===== config.mk =====
export PLATFORM = sky130hd
export DESIGN_NAME = fetch_buffer_flat
export DESIGN_NICKNAME = d
export VERILOG_FILES = /design/src/rtl/fetch_buffer_if.sv /design/src/rtl/fetch_buffer.sv /design/src/flat_wrapper.sv
export SDC_FILE = /design/constraint.sdc
export NUM_CORES = 1
export LEC_CHECK = 0
export ABC_AREA = 1
export CORE_MARGIN = 2
export CORE_UTILIZATION = 40
export CTS_BUF_LIST = sky130_fd_sc_hd__clkbuf_4 sky130_fd_sc_hd__clkbuf_8
export DETAILED_ROUTE_END_ITERATION = 7
export DONT_BUFFER_PORTS = 1
export GPL_ROUTABILITY_DRIVEN = 0
export SETUP_SLACK_MARGIN = 0.02
export SLEW_MARGIN = 15
export SYNTH_ARGS = -nofsm -noshare
export SYNTH_HDL_FRONTEND = slang
export SYNTH_SLANG_ARGS = --single-unit
export TNS_END_PERCENT = 30

===== constraint.sdc =====
create_clock -name clk -period 5.8 [get_ports clk]
set_input_delay 0.58 -clock clk [delete_from_list [all_inputs] [get_ports clk]]
set_output_delay 0.58 -clock clk [all_outputs]
set_load 0.005 [all_outputs]

===== src/rtl/fetch_buffer_if.sv =====
// ============================================================================
// fetch_buffer_if : I-cache request port and decode handshake of fetch_buffer
// Revision: 1.0
// ============================================================================
`default_nettype none

interface fetch_buffer_if #(
  parameter int DEPTH = 4
) ();
  localparam int CW = $clog2(DEPTH) + 1;

  logic          instr_read;
  logic [31:0]   instr_mem_address;
  logic [31:0]   instr_mem_rdata;
  logic          instr_mem_resp;
  logic          fb_valid;
  logic [31:0]   fb_instr;
  logic [31:0]   fb_pc;
  logic          fb_ready;
  logic          redirect;
  logic [31:0]   redirect_pc;
  logic [CW-1:0] fb_count;

  modport master (
    output instr_read, instr_mem_address, fb_valid, fb_instr, fb_pc, fb_count,
    input  instr_mem_rdata, instr_mem_resp, fb_ready, redirect, redirect_pc
  );

  modport slave (
    input  instr_read, instr_mem_address, fb_valid, fb_instr, fb_pc, fb_count,
    output instr_mem_rdata, instr_mem_resp, fb_ready, redirect, redirect_pc
  );
endinterface

`default_nettype wire


===== src/rtl/fetch_buffer.sv =====
// ============================================================================
// fetch_buffer : sequential I-fetch with PC-tagged FIFO and redirect flush
// Revision: 1.0
// ============================================================================
`default_nettype none

module fetch_buffer #(
  parameter int          DEPTH    = 4,
  parameter logic [31:0] RESET_PC = 32'h0000_0060
) (
  input  logic          clk,
  input  logic          reset_n,
  fetch_buffer_if.master bus
);

  localparam int            PW      = $clog2(DEPTH);
  localparam int            CW      = PW + 1;
  localparam logic [CW-1:0] DEPTH_C = CW'(DEPTH);

  typedef enum logic [1:0] {
    IDLE  = 2'd0,
    REQ   = 2'd1,
    DRAIN = 2'd2
  } state_e;

  state_e        state_q, state_d;
  logic [31:0]   fetch_pc_q, fetch_pc_d;
  logic [31:0]   req_addr_q, req_addr_d;
  logic [PW-1:0] head_q, head_d;
  logic [PW-1:0] tail_q, tail_d;
  logic [CW-1:0] count_q, count_d;
  logic [63:0]   mem_q [DEPTH];
  logic [63:0]   head_entry;
  logic          push;
  logic          pop;

  always_comb begin
    state_d    = state_q;
    fetch_pc_d = fetch_pc_q;
    req_addr_d = req_addr_q;
    head_d     = head_q;
    tail_d     = tail_q;
    count_d    = count_q;
    push       = 1'b0;
    pop        = (count_q != '0) && bus.fb_ready;

    if (bus.redirect) begin
      head_d     = '0;
      tail_d     = '0;
      count_d    = '0;
      fetch_pc_d = bus.redirect_pc;
      case (state_q)
        IDLE: begin
          state_d    = REQ;
          req_addr_d = bus.redirect_pc;
        end
        REQ, DRAIN: begin
          // An unanswered request cannot be withdrawn; wait out its response.
          if (bus.instr_mem_resp) begin
            state_d    = REQ;
            req_addr_d = bus.redirect_pc;
          end else begin
            state_d = DRAIN;
          end
        end
        default: state_d = IDLE;
      endcase
    end else begin
      if (pop) begin
        head_d = head_q + PW'(1);
      end
      count_d = count_q - {{(CW-1){1'b0}}, pop};
      case (state_q)
        IDLE: begin
          // Post-pop occupancy lets a freed slot be refilled on the next cycle.
          if (count_d < DEPTH_C) begin
            state_d    = REQ;
            req_addr_d = fetch_pc_q;
          end
        end
        REQ: begin
          if (bus.instr_mem_resp) begin
            push       = 1'b1;
            tail_d     = tail_q + PW'(1);
            fetch_pc_d = req_addr_q + 32'd4;
            count_d    = count_d + CW'(1);
            if (count_d < DEPTH_C) begin
              req_addr_d = req_addr_q + 32'd4;
            end else begin
              state_d = IDLE;
            end
          end
        end
        DRAIN: begin
          if (bus.instr_mem_resp) begin
            state_d    = REQ;
            req_addr_d = fetch_pc_q;
          end
        end
        default: state_d = IDLE;
      endcase
    end
  end

  always_ff @(posedge clk or negedge reset_n) begin
    if (!reset_n) begin
      state_q    <= IDLE;
      fetch_pc_q <= RESET_PC;
      req_addr_q <= RESET_PC;
      head_q     <= '0;
      tail_q     <= '0;
      count_q    <= '0;
    end else begin
      state_q    <= state_d;
      fetch_pc_q <= fetch_pc_d;
      req_addr_q <= req_addr_d;
      head_q     <= head_d;
      tail_q     <= tail_d;
      count_q    <= count_d;
    end
  end

  // Storage needs no reset: the head is only exposed while count is nonzero.
  always_ff @(posedge clk) begin
    if (push) begin
      mem_q[tail_q] <= {req_addr_q, bus.instr_mem_rdata};
    end
  end

  assign head_entry            = mem_q[head_q];
  assign bus.instr_read        = (state_q != IDLE);
  assign bus.instr_mem_address = req_addr_q;
  assign bus.fb_valid          = (count_q != '0);
  assign bus.fb_pc             = bus.fb_valid ? head_entry[63:32] : 32'd0;
  assign bus.fb_instr          = bus.fb_valid ? head_entry[31:0]  : 32'd0;
  assign bus.fb_count          = count_q;

endmodule

`default_nettype wire

===== src/flat_wrapper.sv =====
// flat-port wrapper written by rule: the top's interface ports become plain ports
module fetch_buffer_flat 
#(
  parameter int          DEPTH    = 4,
  parameter logic [31:0] RESET_PC = 32'h0000_0060
)
  (clk, reset_n, bus_instr_read, bus_instr_mem_address, bus_fb_valid, bus_fb_instr, bus_fb_pc, bus_fb_count, bus_instr_mem_rdata, bus_instr_mem_resp, bus_fb_ready, bus_redirect, bus_redirect_pc);
  fetch_buffer_if #(.DEPTH(DEPTH)) bus_i ();
  input  logic clk;
  input  logic reset_n;
  output wire logic [$bits(bus_i.instr_read)-1:0] bus_instr_read;
  output wire logic [$bits(bus_i.instr_mem_address)-1:0] bus_instr_mem_address;
  output wire logic [$bits(bus_i.fb_valid)-1:0] bus_fb_valid;
  output wire logic [$bits(bus_i.fb_instr)-1:0] bus_fb_instr;
  output wire logic [$bits(bus_i.fb_pc)-1:0] bus_fb_pc;
  output wire logic [$bits(bus_i.fb_count)-1:0] bus_fb_count;
  input wire logic [$bits(bus_i.instr_mem_rdata)-1:0] bus_instr_mem_rdata;
  input wire logic [$bits(bus_i.instr_mem_resp)-1:0] bus_instr_mem_resp;
  input wire logic [$bits(bus_i.fb_ready)-1:0] bus_fb_ready;
  input wire logic [$bits(bus_i.redirect)-1:0] bus_redirect;
  input wire logic [$bits(bus_i.redirect_pc)-1:0] bus_redirect_pc;
  assign bus_instr_read = bus_i.instr_read;
  assign bus_instr_mem_address = bus_i.instr_mem_address;
  assign bus_fb_valid = bus_i.fb_valid;
  assign bus_fb_instr = bus_i.fb_instr;
  assign bus_fb_pc = bus_i.fb_pc;
  assign bus_fb_count = bus_i.fb_count;
  assign bus_i.instr_mem_rdata = bus_instr_mem_rdata;
  assign bus_i.instr_mem_resp = bus_instr_mem_resp;
  assign bus_i.fb_ready = bus_fb_ready;
  assign bus_i.redirect = bus_redirect;
  assign bus_i.redirect_pc = bus_redirect_pc;
  fetch_buffer #(.DEPTH(DEPTH), .RESET_PC(RESET_PC)) u_core (.clk(clk), .reset_n(reset_n), .bus(bus_i));
endmodule

Word level (Yosys, flattened, before mapping)
Memories as Yosys holds them, arrays and structs flattened.
Index checks and enable logic that the tools add are counted.
{"block": "totals", "elab_cells": 69, "ramBits": 256, "register_bits": 73, "out_inout_bits": 101, "n_memories": 1, "input_bits": 69}
{"block": "classes", "n_eq_ne": 9, "n_addsub": 5, "n_reduce_logical": 12, "muxes": 34, "order_cmp": 2}
{"name": "u_core.mem_q", "words": 4, "width": 64, "read_ports": 1, "rd_clocked_by_memory_dff": 0, "write_ports": 1, "line_no": "fetch_buffer.sv:32", "text": "logic [63:0] mem_q [DEPTH];"}
{"op": "$mux W32", "count": 11}
{"op": "$pmux W32 S3", "count": 1}
{"op": "$pmux W32 S2", "count": 1}
{"op": "$add A32 B3 Y32 const B", "count": 1}
{"op": "$mux W2", "count": 11}
{"op": "$ne A3 B3 Y1 const B", "count": 4}
{"op": "$mux W3", "count": 3}
{"op": "$reduce_bool A2 Y1", "count": 4}
{"op": "$reduce_and A7 Y1", "count": 1}
{"op": "$lt A3 B3 Y1 const B", "count": 2}
{"op": "$ne A3 B2 Y1 const B", "count": 2}
{"op": "$pmux W2 S3", "count": 1}
{"op": "$mux W1", "count": 5}
{"op": "$add A2 B1 Y2 const B", "count": 2}
{"op": "$pmux W2 S2", "count": 1}
{"op": "$reduce_and A4 Y1", "count": 1}
{"op": "$reduce_bool A4 Y1", "count": 1}
{"op": "$add A3 B1 Y3 const B", "count": 1}
{"op": "$ne A3 B1 Y1 const B", "count": 1}
{"op": "$reduce_bool A3 Y1", "count": 1}
{"op": "$sub A3 B1 Y3", "count": 1}
{"op": "$eq A2 B1 Y1 const B", "count": 1}
{"op": "$eq A2 B2 Y1 const B", "count": 1}
{"op": "$logic_not A2 Y1", "count": 1}
{"op": "other kinds (3)", "count": 3}

Logic depth before layout (Yosys ltp)
{"block": "depth", "word_depth": 9, "depth_mapped": 16, "ltp_nobuf": 15}

Worst setup path before layout
No wires, ideal clock.
{"block": "synth_timing", "kind": "input-to-reg", "from": "input bus_redirect", "to": "memory u_core.mem_q[0][0], enable pin", "t_required_ns": 5.314, "setup_slack_ns": 1.463, "arrival_time_ns": 3.851, "setup_time_ns": 0.486, "cell_stages": 4, "path_buffers": 1, "path_cell_list": "buf_4 nor2_1 inv_1 nor2_1"}
{"block": "synth_between", "elab_chain_cells": 3}
{"item": "start, declared", "line_no": "flat_wrapper.sv:20", "text": "input wire logic [$bits(bus_i.redirect)-1:0] bus_redirect;"}
{"item": "$mux W1", "line_no": "fetch_buffer.sv:47", "text": "if (bus.redirect) begin"}
{"item": "$mux W1", "line_no": "fetch_buffer.sv:125", "text": "if (push) begin"}
{"item": "$mux W1 (implied by the code)", "line_no": "fetch_buffer.sv:126", "text": "mem_q[tail_q] <= {req_addr_q, bus.instr_mem_rdata};"}
{"item": "end, declared", "line_no": "fetch_buffer.sv:32"}
Every way passes these cells.

Worst setup path in the final report
{"block": "layout_timing", "from": "register u_core.head_q[0]", "to": "output bus_fb_instr[29]"}
{"block": "layout_between", "elab_chain_cells": 2}
{"item": "start, declared", "line_no": "fetch_buffer.sv:29", "text": "logic [PW-1:0] head_q, head_d;"}
{"item": "start signal, assigned", "line_no": "fetch_buffer.sv:110", "text": "head_q <= '0;"}
{"item": "start signal, assigned", "line_no": "fetch_buffer.sv:117", "text": "head_q <= head_d;"}
{"item": "$mem_v2 Z4 W64"}
{"item": "$mux W32", "line_no": "fetch_buffer.sv:135", "text": "assign bus.fb_instr = bus.fb_valid ? head_entry[31:0] : 32'd0;"}
{"item": "end, declared", "line_no": "flat_wrapper.sv:14", "text": "output wire logic [$bits(bus_i.fb_instr)-1:0] bus_fb_instr;"}
Every way passes these cells.

==> metrics.md <==
| Metric | Value |
|---|---|
| Outcome | complete, no violations |
| Tcrit/Tclk final | 69.7% |
| Total number of vias | 10324 |
| Register area share after synthesis | 65.2% |
| Vias per cell | 5.19 |
| ANT nets after route | 0 |
| Area grow syn2layout | 12.8% |
| Reg2reg path depth | 8 |
| Hold WC Path Type | input pin to flop |
| GR Overflow Total | 0 |
| Most used DFF post-synth | edfxtp_1 |
| Cell taking the most area after synthesis | edfxtp_1 |
| Share of layout cells above drive strength 1 | 10.3% |
| Post-synth EDFFs | 256 |
| Asr flop ratio synth | 22.2% |
| Post-layout nets | 1567 |
| Synth Instances | 1456 |
| Syn avg cell area | 10.0 um^2 |
| Seq pwr share | 45.1% |
| CTS tree | done |
| I/O pin cnt | 170 |
| Root buffer cell | clkbuf_8 |
| Layout Skew | 32.3 ps |
| #FFs+latches synth | 329 |
| Final WS setup | 1760 ps |
| Worst hold stages | 0 |
| Crit path max fanout | 71 |
| Switch Pwr | 3030 uW |
| Clk network pwr share | 27.3% |
| PD cells | 477 nW/um^2 |
| Post-Route WL | 36.9 mm |
| Hold Fails Final Rpt | 0 |
| TritonCTS buffer count | 55 |
| Slew headroom | 31.5% |
| Synth top area share | 52.7% |
| Die Span Y | 195 um |
| CTS Buffer Depth | 3 |
| Slew Limit Fails | 0 |
| Cell variety after synth | 40 |
| DR iter-0 viols | 696 |
| Yosys warning count | 0 |
| P_int | 4830 uW |
| DR WL/cell | 18.6 um |
| Main area contributors after synthesis | edfxtp_1 53%, dfrtp_1 12%, nor2_1 8.9%, nand2_1 6.5%, o21ai_0 5.3% |
| Data arrival time of the worst path | 3460 ps |
| Initial antenna violation count | 0 |
| Switching portion of total power | 38.6% |
| Diodes inserted | 0 |
| Max Cap Violations | 0 |
| # DRC | 0 |
| Syn nets | 1537 |
| Kind of critical path | flop to primary output |
| Gr usage total | 19.5% |
| Clock latency on the worst-skew pair | 650 ps |
| Fmax | 247 MHz |
| Req. time, crit path | 5220 ps |
| DRT Pass-1 Iters | 7 |
| Vias in the first global route | 10136 |
| Crit path time final | 4040 ps |
| CTS clock-pin slew for the worst setup and hold paths | 60 ps |
| Crit end category | primary output |
| Post-route setup TNS | 0 ps |
| Combinational Power Share | 27.6% |
| Final non-filler cell total | 1991 |
| Initial core utilization | 40.8% |
| Die Width | 195 um |
| Final Setup Violations | 0 |
| H-tree depth reported by CTS | 2 |
| Core Footprint | 35700 um^2 |
| Placement Setup Slack | 2380 ps |
| Worst-Margin Slew | 1020 ps |
| Worst VDD drop | 0.000403 V |
| Clock sink count | 329 |
| Netlist Area Pre-Place | 14600 um^2 |
| Largest net degree at the start of global routing | 74 |
| Post-DP HPWL | 22.1 mm |
| Leakage | 0.00615 uW |
| FP Rows | 69 |
| Cells after DPL | 1858 |
| Die area | 38000 um^2 |
| Startpoint class of the critical path | flop |
| RSZ-0062 raised after global routing | no |
| Port bufs | 0 |
| First-pass GRT wire length | 57.4 mm |
## what timing repair did
action	CTS	global route
resized for setup	0	0
buffers inserted	0	0
endpoints found under the hold margin	167	0
endpoints found under the setup margin	0	0
hold buffers	32	0
## through the flow
stage | util [%] | hold slack (ps) | instance area (um^2) | total power, uW
floorplan | - | 284 | 14600 | 5070
global placement | 41.9 | 288 | 15000 | 5710
detailed placement | 41.9 | 287 | 15000 | 5740
CTS | 46.1 | 0.123 | 16500 | 7950
global route | 46.1 | 5.87 | 16500 | 8380
finish | 46.1 | 53.9 | 16500 | 7860
## synth_stat cells, types with 2 or more instances
cell	number
buf_6	4
inv_1	70
o21ai_1	10
dfrtp_1	69
o21ai_0	155
nor2_4	4
o221ai_1	2
a21boi_0	6
nand3_1	50
a21oi_2	9
nor2_2	13
nand2_1	251
inv_2	3
nand3b_1	5
buf_2	25
a21oi_1	84
nand2_2	3
o211ai_1	4
or2_2	2
buf_1	19
clkbuf_1	22
a31oi_1	7
nand3_2	2
xor2_1	6
edfxtp_1	256
ha_1	12
dfstp_2	4
nor2_1	345
nand4_1	2
o22ai_1	2
## sequential cells by signal (all words and copies together), names as in the netlist
name,count
u_core.tail_q,2
u_core.bus.instr_mem_address,32
u_core.state_q,2
u_core.head_q,2
u_core.mem_q,256
u_core.bus.fb_count,3
u_core.fetch_pc_q,32
## kinds of logic after synthesis
kind of cell / after synthesis / synth area share (%)
xor+xnor: 7 / 0.420
flops: 329 / 65.2
simple gates: 680 / 18.8
buf+inv: 146 / 4.33
compound gates: 282 / 10.3
fa+ha+maj: 12 / 1.03
## routing by layer
metal | vias up | routed length, um | track usage, %
li1 | 4979 | - | -
met1 | 4945 | 16200 | 25.3
met2 | 329 | 17000 | 31.3
met3 | 71 | 2660 | 5.20
met4 | 0 | 1090 | 7.97
met5 | - | 0 | 0
## power groups by stage
stage                     clock network (uW)  registers (uW)  logic [uW]
after CTS                               2210            3550        2200
after global placement                     0            3590        2120
final                                   2150            3540        2170
after floorplan                            0            3320        1760
after global routing                    2300            3600        2480
after detailed placement                   0            3600        2140
## cells in the final DEF, fill, tap and decap left out, types with 10 or more instances in the layout
cell type,instances
dfrtp_1,67
nor2_1,341
nand2_1,251
a21oi_1,84
clkbuf_4,13
nand3_1,50
clkbuf_8,57
ha_1,12
inv_1,69
edfxtp_1,256
buf_4,12
clkinv_2,11
dlygate4sd3_1,31
o21ai_1,10
nor2_2,13
o21ai_0,155
## critical path, cell delays in order (launching register included)
cell and delay (ps):
dfrtp_4 880, clkinv_2 910, buf_4 580, o21ai_0 260, a21oi_1 120
## layout make-up
cell class                      instances  area (um^2)
Fill cell                            3282        19300
Sequential cell                       329         9520
Multi-Input combinational cell        981         4480
Clock buffer                           70          882
Tap cell                              461          577
Timing Repair Buffer                   45          448
Inverter                               74          287
Clock inverter                         31          274
## path summary, 6_finish.rpt
check / start / end / slack, ps
setup / recovery: u_core.head_q[0] / bus_fb_instr[29] / 1760
hold / removal: bus_instr_mem_rdata[4] / u_core.mem_q[2][4] / 50
setup reg to reg: u_core.state_q[1] / u_core.mem_q[3][18] / 2730
hold reg to reg: u_core.fetch_pc_q[4] / u_core.fetch_pc_q[4] / 490
max in group asynchronous: reset_n / u_core.head_q[0] / 4930
min in group asynchronous: reset_n / u_core.fetch_pc_q[17] / 500
(Power assumes the default switching activity.)
